--- src/rtl/sly_pkg.sv ---
// Shared types and constants for the Simon sequence player.
package sly_pkg;

  // Two-bit color code, bit order matches the LED latch.
  typedef logic [1:0] color_t;

  localparam color_t COLOR_RED    = 2'd0;
  localparam color_t COLOR_BLUE   = 2'd1;
  localparam color_t COLOR_GREEN  = 2'd2;
  localparam color_t COLOR_YELLOW = 2'd3;

  // Player FSM states.
  typedef enum logic [1:0] {
    ST_IDLE = 2'd0,
    ST_ON   = 2'd1,
    ST_OFF  = 2'd2
  } state_t;

endpackage

--- src/rtl/hold_timer.sv ---
// Down-counter hold timer: load sets the count to LOAD, then it counts
// down to zero and stays there. expired is high while the count is zero,
// so a hold of N cycles uses LOAD = N-1.
module hold_timer #(
  parameter int unsigned LOAD = 0
) (
  input  logic clock,
  input  logic reset,
  input  logic load,
  output logic expired
);

  localparam int W = $clog2(LOAD + 2);
  localparam logic [W-1:0] LOAD_V = W'(LOAD);

  logic [W-1:0] count;

  // Load or count down, saturating at zero.
  // NOTE: sequential state uses non-blocking (<=) so every register samples
  // pre-edge values regardless of process ordering.
  always_ff @(posedge clock) begin
    if (reset) begin
      count <= '0;
    end else if (load) begin
      count <= LOAD_V;
    end else if (count != '0) begin
      count <= count - W'(1);
    end
  end

  assign expired = (count == '0);

endmodule

--- src/rtl/sequence_player.sv ---
// Plays a stored Simon color sequence through the LED latch strobe
// interface. Each step lights one LED for ON_CYCLES, then goes dark for
// OFF_CYCLES. Optional macro SEQUENCE_PLAYER_SPEEDUP_EN halves the ON hold
// (minimum 1) when more than DEPTH/2 entries are played.
module sequence_player
  import sly_pkg::*;
#(
  parameter int unsigned DEPTH      = 32,
  parameter int unsigned ON_CYCLES  = 25000000,
  parameter int unsigned OFF_CYCLES = 12500000
) (
  input  logic                       clock,
  input  logic                       reset,
  input  logic                       wr_en,
  input  logic [$clog2(DEPTH)-1:0]   wr_addr,
  input  logic [1:0]                 wr_color,
  input  logic                       start,
  input  logic [$clog2(DEPTH+1)-1:0] length,
  input  logic                       abort,
  output logic                       flash_led,
  output logic [1:0]                 color,
  output logic                       on_off,
  output logic                       busy,
  output logic                       done
);

  localparam int AW = $clog2(DEPTH);
  localparam int LW = $clog2(DEPTH + 1);

  state_t          state, state_n;
  logic [AW-1:0]   idx, idx_n, idx_inc;
  logic [LW-1:0]   len_q, len_n, len_clamp;
  logic            flash_n, on_off_n, busy_n, done_n;
  color_t          color_n;
  logic            on_load, off_load, on_expired, off_expired, last_step;
  color_t          mem [DEPTH];

  assign idx_inc   = idx + AW'(1);
  assign len_clamp = (length > LW'(DEPTH)) ? LW'(DEPTH) : length;
  assign last_step = (LW'(idx) == len_q - LW'(1));

`ifdef SEQUENCE_PLAYER_SPEEDUP_EN
  localparam int unsigned ON_HALF = ((ON_CYCLES >> 1) == 0) ? 1 : (ON_CYCLES >> 1);
  logic fast_q, fast_n, on_full_expired, on_half_expired;

  hold_timer #(.LOAD(ON_CYCLES - 1)) u_on_full (
    .clock(clock), .reset(reset), .load(on_load), .expired(on_full_expired)
  );
  hold_timer #(.LOAD(ON_HALF - 1)) u_on_half (
    .clock(clock), .reset(reset), .load(on_load), .expired(on_half_expired)
  );
  assign on_expired = fast_q ? on_half_expired : on_full_expired;
  assign fast_n     = (state == ST_IDLE && start) ? (len_clamp > LW'(DEPTH / 2)) : fast_q;

  // Remember whether this playback uses the shortened ON hold.
  always_ff @(posedge clock) begin
    if (reset) fast_q <= 1'b0;
    else       fast_q <= fast_n;
  end
`else
  hold_timer #(.LOAD(ON_CYCLES - 1)) u_on_timer (
    .clock(clock), .reset(reset), .load(on_load), .expired(on_expired)
  );
`endif

  hold_timer #(.LOAD(OFF_CYCLES - 1)) u_off_timer (
    .clock(clock), .reset(reset), .load(off_load), .expired(off_expired)
  );

  // Sequence storage; writes only in IDLE and only when start is not taken.
  // NOTE: the memory is deliberately not reset so it maps onto plain RAM;
  // entries are meaningful only after being written.
  always_ff @(posedge clock) begin
    if (state == ST_IDLE && wr_en && !start) begin
      mem[wr_addr] <= wr_color;
    end
  end

  // Next-state and next-output logic.
  // NOTE: every variable gets a default first so no path infers a latch.
  always_comb begin
    state_n  = state;
    idx_n    = idx;
    len_n    = len_q;
    flash_n  = 1'b0;
    color_n  = color;
    on_off_n = on_off;
    busy_n   = busy;
    done_n   = 1'b0;
    on_load  = 1'b0;
    off_load = 1'b0;
    case (state)
      ST_IDLE: begin
        if (start) begin
          len_n = len_clamp;
          idx_n = '0;
          if (len_clamp == '0) begin
            done_n = 1'b1;
          end else begin
            state_n  = ST_ON;
            flash_n  = 1'b1;
            on_off_n = 1'b1;
            color_n  = mem[0];
            busy_n   = 1'b1;
            on_load  = 1'b1;
          end
        end
      end
      ST_ON, ST_OFF: begin
        if (abort) begin
          state_n  = ST_IDLE;
          flash_n  = 1'b1;
          on_off_n = 1'b0;
          busy_n   = 1'b0;
        end else if (state == ST_ON) begin
          if (on_expired) begin
            state_n  = ST_OFF;
            flash_n  = 1'b1;
            on_off_n = 1'b0;
            off_load = 1'b1;
          end
        end else if (off_expired) begin
          if (last_step) begin
            state_n = ST_IDLE;
            done_n  = 1'b1;
            busy_n  = 1'b0;
          end else begin
            state_n  = ST_ON;
            idx_n    = idx_inc;
            flash_n  = 1'b1;
            on_off_n = 1'b1;
            color_n  = mem[idx_inc];
            on_load  = 1'b1;
          end
        end
      end
      default: state_n = ST_IDLE;
    endcase
  end

  // State and registered outputs.
  always_ff @(posedge clock) begin
    if (reset) begin
      state     <= ST_IDLE;
      idx       <= '0;
      len_q     <= '0;
      flash_led <= 1'b0;
      color     <= COLOR_RED;
      on_off    <= 1'b0;
      busy      <= 1'b0;
      done      <= 1'b0;
    end else begin
      state     <= state_n;
      idx       <= idx_n;
      len_q     <= len_n;
      flash_led <= flash_n;
      color     <= color_n;
      on_off    <= on_off_n;
      busy      <= busy_n;
      done      <= done_n;
    end
  end

endmodule

--- config.mk ---
export PLATFORM = sky130hd
export DESIGN_NAME = sequence_player
export DESIGN_NICKNAME = d
export VERILOG_FILES = /design/src/rtl/sly_pkg.sv /design/src/rtl/hold_timer.sv /design/src/rtl/sequence_player.sv
export SDC_FILE = /design/constraint.sdc
export NUM_CORES = 1
export LEC_CHECK = 0
export ABC_AREA = 1
export CORE_MARGIN = 5
export CORE_UTILIZATION = 60
export CTS_BUF_LIST = sky130_fd_sc_hd__clkbuf_8
export CTS_CLUSTER_SIZE = 12
export DETAILED_ROUTE_END_ITERATION = 8
export HOLD_SLACK_MARGIN = 0.06
export PLACE_DENSITY = 0.78
export SYNTH_ARGS = -nofsm -noshare
export SYNTH_HDL_FRONTEND = slang
export SYNTH_HIERARCHICAL = 1
export SYNTH_SLANG_ARGS = --single-unit
--- constraint.sdc ---
create_clock -name clock -period 5.95 [get_ports clock]
set_input_delay 1.19 -clock clock [delete_from_list [all_inputs] [get_ports clock]]
set_output_delay 1.19 -clock clock [all_outputs]
set_load 0.03 [all_outputs]
## Word-level counts from Yosys, hierarchy flattened

Memories as Yosys holds them, arrays and structs flattened.
Cells that the tools add are included.

- Add/sub/neg operators: 4
- Order comparisons: 1
- Equality and inequality tests: 15
- Multiplexer cells: 62
- Reduce and logical (&&, ||, !) cells: 21

Operators with widths:

| cell | count |
|---|---|
| 2-to-1 mux 25 bit | 2 |
| 2-to-1 mux 24 bit | 2 |
| 2-to-1 mux 1 bit | 32 |
| zero test 25 bit | 1 |
| 2-to-1 mux 5 bit | 5 |
| nonzero test 25 bit | 1 |
| subtractor 25 x 1 -> 25 bit (second input constant) | 1 |
| zero test 24 bit | 1 |
| 2-to-1 mux 2 bit | 12 |
| nonzero test 24 bit | 1 |
| subtractor 24 x 1 -> 24 bit (second input constant) | 1 |
| AND reduction 6 bit | 3 |
| inequality test 2 bit (second input constant) | 6 |
| inequality test 4 bit (second input constant) | 3 |
| case mux 1 bit (2 select lines) | 5 |
| case mux 5 bit (2 select lines) | 1 |
| inequality test 3 bit (second input constant) | 3 |
| case mux 2 bit (2 select lines) | 2 |
| AND reduction 7 bit | 1 |
| == test 5 x 6 -> 1 bit | 1 |
| greater-than comparator 6 bit (second input constant) | 1 |
| zero test 6 bit | 1 |
| 2-to-1 mux 6 bit | 1 |
| nonzero test 2 bit | 3 |
| other kinds (10) | 13 |

- Register bits after elaboration: 68
- Bits in writable memories: 64
- Input bits: 18
- Output and inout port bits: 6
- Logic and storage cells: 116
- Memories: 1

Memory list:

| name | words | width | read ports | clocked after Yosys merged registers in | wr ports | RTL line | source |
|---|---|---|---|---|---|---|---|
| mem | 32 | 2 | 2 | 0 | 1 | sequence_player.sv:36 | `color_t mem [DEPTH];` |

## Logic depth before layout (Yosys ltp)

- Word-level depth: 8
- Gate-level depth with buffers: 15
- Gate-level depth less buffers: 15

## Modules after synthesis

Netlist, hierarchy kept.

Modules (own cells, without submodules):

| module | instances | cells an instance | area each (sq um) | seq. area each (sq um) |
|---|---|---|---|---|
| sequence_player | 1 | 457 | 4013.8 | 2302.2 |
| hold_timer at u_on_timer | 1 | 236 | 1572.8 | 500.5 |
| hold_timer at u_off_timer | 1 | 216 | 1452.6 | 480.5 |

## Worst setup path before layout

Ideal clock, no wire load.

- Kind: input port to flip-flop
- From: input start
- To: register u_on_timer.count[21]
- Setup time: 0.138 ns
- Arrival: 2.382 ns
- Data required time: 5.812 ns
- Path slack: 3.430 ns
- Stages: 8
- Path buffers: 2
- Cells stage by stage: nand2_1 > clkbuf_1 > inv_1 > o21ai_0 > a21oi_1 > clkinv_1 > clkbuf_1 > a21oi_1

- Word-level cells in the longest chain between the ends: 3
- Elaborated cells between the ends (all ways): 4
- Classes of those cells: 3 x mux; 1 x reduce/logical

Ends and longest elaborated chain:

| what | RTL line | source |
|---|---|---|
| from (decl) | sequence_player.sv:17 | `input logic start,` |
| 2-to-1 mux 1 bit * | sequence_player.sv:94 | `if (start) begin` |
| case mux 1 bit (2 select lines) * | sequence_player.sv:92 | `case (state)` |
| net on_load | sequence_player.sv:35 | `logic on_load, off_load, on_expired, off_expired, last_step;` |
| 2-to-1 mux 25 bit or nonzero test 2 bit (tied branches) | - |  |
| to (signal assigned) | hold_timer.sv:27 | `count <= count - W'(1);` |
| to (decl) | hold_timer.sv:16 | `logic [W-1:0] count;` |

The timed path passes the listed nets; every way through them passes the cells marked *.
A chain may end at the register's enable or synchronous reset.

## Final worst setup path

- From: input start
- To: register u_on_timer.count[7]

- Word-level cells in the longest chain between the ends: 3

Ends and longest elaborated chain:

| what | RTL line |
|---|---|
| 2-to-1 mux 1 bit | sequence_player.sv:94 |
| case mux 1 bit (2 select lines) | sequence_player.sv:92 |
| net on_load | sequence_player.sv:35 |
| OR reduction 2 bit (no line) | - |

The timed path passes the listed nets, and every way through them passes these cells.

==> key figures <==
Worst setup path
  – Type of origin of the critical path: input pin
  – Worst-path maximum fanout: 19
  – Crit path capture type: register
  – Crit Path Class: input pin to register
  – Required time of the worst setup path: approximately 6.3 ns
  – Data arrival, critical path: 3.59 ns

CTS
  – Clk root buf: sky130_fd_sc_hd__clkbuf_8
  – Clock tree from TritonCTS: built
  – Clock input transition at the sequential cells of the worst setup and hold paths: 0.08 ns
  – Clock Sink Count: 132
  – Clock Path Buffers: 2
  – Cts repair resizes: 0
  – Max H-tree Level: 4
  – Total of hold buffers inserted after clock tree synthesis: 0
  – Later-pin clock latency in the skew report: 0.44 ns
  – Buffer count from post-CTS setup fixing: 0
  – CTS Buf Count: 17

Power
  – Worst supply voltage drop on vdd: 401.7 uV
  – Pleak: ~3.2 nW
  – PD cells: between 500 and 600 nW/um2

GRT
  – Global-route usage over all layers: a little over a fifth
  – Sum of overflow across all layers after global routing: 0
  – Pin count of the biggest net entering global routing: 37
  – Number of antenna violations at the first check in global routing: 0
  – Number of global-route vias before repair: between 5000 and 6000
  – First-pass GRT wire length: 24740 um

Flow run
  – MaxCap Viol Count: 0

STA
  – Final worst-path cycle share: a little over half
  – Setup repair after global routing missed its margin: false
  – Number of max-slew violations in the final report: 0
  – Transition time at the pin with the least slew margin: between 1 and 1.5 ns
  – Worst-case clock skew: approximately 0.012 ns
  – Number of failing setup endpoints in the final timing report: 0
  – Setup_tns: 0 ns
  – F_max: 305.8 MHz
  – Min Clock Period, post-route: 3.271 ns
  – Relative slew slack: between 20% and 30%
  – Number of failing hold endpoints at the final stage: 0

Synthesis
  – Async set-reset flop share out of synthesis: 0%
  – Number of warnings reported in the yosys synthesis log: 6
  – Syn Inst Count: around 910
  – EDFF count, synth: between 60 and 70
  – Synthesized cell area: about 7000 um2
  – Sequential cell area fraction in the yosys report: between 40% and 50%
  – Post-synthesis area per instance: ~7.7 um2
  – Syn_nets: between 900 and 1000
  – Top FF cell, synth: sky130_fd_sc_hd__dfxtp_1
  – Number of distinct library cells after synthesis: 47
  – Total of flip-flops plus latches after synthesis: approximately 130

Route
  – Amount of wire on met2 after detailed routing: between 6000 and 7000 um
  – Drc violations: 0
  – Top layer reached by signal wires: met4
  – Antenna-violating nets left: 0
  – Final Routed Wirelength: approximately 15000 um
  – DR iter-0 viols: between 400 and 500
  – DR vias/cell: 5.428
  – Total via count after detailed routing: approximately 5900
  – Sum of met3 wire segment lengths after detailed routing: approximately 820 um
  – Wire per inst: approximately 14 um
  – Length of the first detailed-routing pass in iterations: 5
  – Met1 Wirelength: around 7000 um

Placed design
  – Weighted congestion at the end of routability-driven global placement: approximately 0.90
  – Total of buffers placed on input and output ports: 23
  – Total cell area at the placement stage: between 7000 and 8000 um2
  – HPWL reported at the end of detailed placement: slightly above 10000 um

Die
  – Floorplan core area: roughly 11000 um2
  – Number of rows created at floorplan: 39
  – X dimension of the die: roughly 120 um
  – Effective utilization at floorplan: ~60%
  – Vert. Die Dim: 118.3 um
  – IO Count: 24
  – Area of the die: roughly 14000 um2

Layout
  – Layout Area Growth over Synthesis: 10.20%
  – Count of antenna diodes in the layout: 0
  – Final nets: 959
  – Fin area: just under 8000 um2
  – Filler instances: about 970
  – Combined flip-flop and latch cell area: roughly 3300 um2
  – Layout cells sized above 1: 9.544%
  – Area of combinational cells with multiple inputs: roughly 3300 um2

Min path
  – Worst hold path type: register to register

Status
  – Status: finished clean
[flip-flops by register name, indices dropped and copies added, names as in the netlist]
| name | flops |
|---|---|
| mem | 64 |
| idx | 5 |
| color | 2 |
| done | 1 |
| len_q | 6 |
| busy | 1 |
| flash_led | 1 |
| state | 2 |
| u_off_timer/count | 24 |
| u_on_timer/count | 25 |
| on_off | 1 |
[per-layer routing]
metal  global-route usage [%]  vias up
met5                        0        -
met4                    8.459        0
met3                    4.632       17
met2                    34.18      164
met1                    28.78     2679
li1                         -     3035
[placed cells by master, fill, tap and decap left out, types with 2 or more instances in the layout]
| cell type | netlist | layout |
|---|---|---|
| sky130_fd_sc_hd__nor2_1 | 193 | 193 |
| sky130_fd_sc_hd__nand2_1 | 180 | 180 |
| sky130_fd_sc_hd__nand3_1 | 105 | 105 |
| sky130_fd_sc_hd__inv_1 | 73 | 73 |
| sky130_fd_sc_hd__dfxtp_1 | 68 | 68 |
| sky130_fd_sc_hd__edfxtp_1 | 64 | 64 |
| sky130_fd_sc_hd__a21oi_1 | 42 | 42 |
| sky130_fd_sc_hd__o21ai_0 | 31 | 31 |
| sky130_fd_sc_hd__clkdlybuf4s50_1 | 0 | 23 |
| sky130_fd_sc_hd__nor2_2 | 22 | 22 |
| sky130_fd_sc_hd__nand4_1 | 18 | 18 |
| sky130_fd_sc_hd__clkbuf_8 | 0 | 17 |
| sky130_fd_sc_hd__ha_1 | 10 | 10 |
| sky130_fd_sc_hd__xnor2_1 | 9 | 9 |
| sky130_fd_sc_hd__xor2_1 | 9 | 9 |
| sky130_fd_sc_hd__nor2_4 | 7 | 7 |
| sky130_fd_sc_hd__inv_6 | 0 | 6 |
| sky130_fd_sc_hd__nand3_2 | 5 | 5 |
| sky130_fd_sc_hd__a211oi_1 | 5 | 5 |
| sky130_fd_sc_hd__a21o_1 | 5 | 5 |
| sky130_fd_sc_hd__or2_2 | 5 | 5 |
| sky130_fd_sc_hd__a21oi_2 | 5 | 5 |
| sky130_fd_sc_hd__inv_2 | 4 | 4 |
| sky130_fd_sc_hd__clkinv_1 | 1 | 3 |
| sky130_fd_sc_hd__bufinv_16 | 0 | 3 |
| sky130_fd_sc_hd__nand3b_1 | 2 | 2 |
| sky130_fd_sc_hd__a22oi_1 | 2 | 2 |
| sky130_fd_sc_hd__o21ai_1 | 2 | 2 |
| sky130_fd_sc_hd__clkinvlp_4 | 0 | 2 |
| sky130_fd_sc_hd__buf_4 | 1 | 2 |
| sky130_fd_sc_hd__nand3_4 | 2 | 2 |
| sky130_fd_sc_hd__nand2_2 | 2 | 2 |
| sky130_fd_sc_hd__nor3_1 | 2 | 2 |
[cells in the mapped netlist, drive strengths merged, types with 9 or more instances]
cell | instances | area [um2]
dfxtp | 68 | 1361
nand3 | 112 | 610.6
a21oi | 47 | 254.0
edfxtp | 64 | 1922
inv | 78 | 295.3
nor2 | 222 | 940.9
nand4 | 18 | 112.6
ha | 10 | 125.1
xnor2 | 9 | 78.83
xor2 | 11 | 122.6
clkbuf | 14 | 55.05
nand2 | 183 | 699.4
o21ai | 33 | 165.2
[where the power goes]
part | total, mW | internal [mW] | switching, mW
clock | 0.781 | 0.417 | 0.364
combinational | 1.92 | 0.669 | 1.25
sequential | 1.26 | 1.11 | 0.156
total | 3.96 | 2.19 | 1.77
[path summary, 6_finish.rpt]
path,startpoint,end,slack [ns],depth (start not counted)
worst max-delay path,start,u_on_timer/count[7]$_SDFFE_PP0P_,2.68,8
worst min-delay path,busy$_SDFFE_PP0P_,busy$_SDFFE_PP0P_,0.47,2
worst max register to register,u_off_timer/count[0]$_SDFFE_PP0P_,u_on_timer/count[7]$_SDFFE_PP0P_,2.84,9
worst min register to register,busy$_SDFFE_PP0P_,busy$_SDFFE_PP0P_,0.47,2
[final cells by class]
| type | count | area share, % |
|---|---|---|
| multi-input cells | 676 | 43.10 |
| flip-flops and latches | 132 | 42.32 |
| inverters | 79 | 3.855 |
| repair buffers | 25 | 3.161 |
| clock buffers | 17 | 3.016 |
| well taps | 143 | 2.306 |
| clock inverters | 14 | 2.242 |
[metrics by stage]
stage	utilization, %	total power [mW]	hold WS [ns]	worst slack [ns]	cells
2_1_floorplan	-	2.802	0.4567	3.430	909
3_3_place_gp	64.09	3.154	0.4498	2.281	1055
3_5_place_dp	64.09	3.178	0.4580	2.247	1055
4_1_cts	67.65	3.969	0.4705	2.730	1086
5_1_grt	67.65	4.298	0.4928	2.454	1086
6_report	67.65	3.963	0.4656	2.679	1086
[worst max-delay path, stage by stage]
cell and delay [ns]:
sky130_fd_sc_hd__clkdlybuf4s50_1 0.51, sky130_fd_sc_hd__nand2_1 0.23, sky130_fd_sc_hd__inv_1 0.13, sky130_fd_sc_hd__o21ai_0 0.14, sky130_fd_sc_hd__a21oi_1 0.27, sky130_fd_sc_hd__clkinv_1 0.56, sky130_fd_sc_hd__nand2_1 0.46, sky130_fd_sc_hd__nor3_1 0.10
[logic make-up after synthesis]
group,share of synthesized area [%]
AOI/OAI and AO/OA,7.590
xor gates and xnor gates,2.862
adders and majority gates,1.777
buffers and inverters,5.865
DFF,46.64
and+or+nand+nor,35.26
Power figures use the tool's default switching activity.
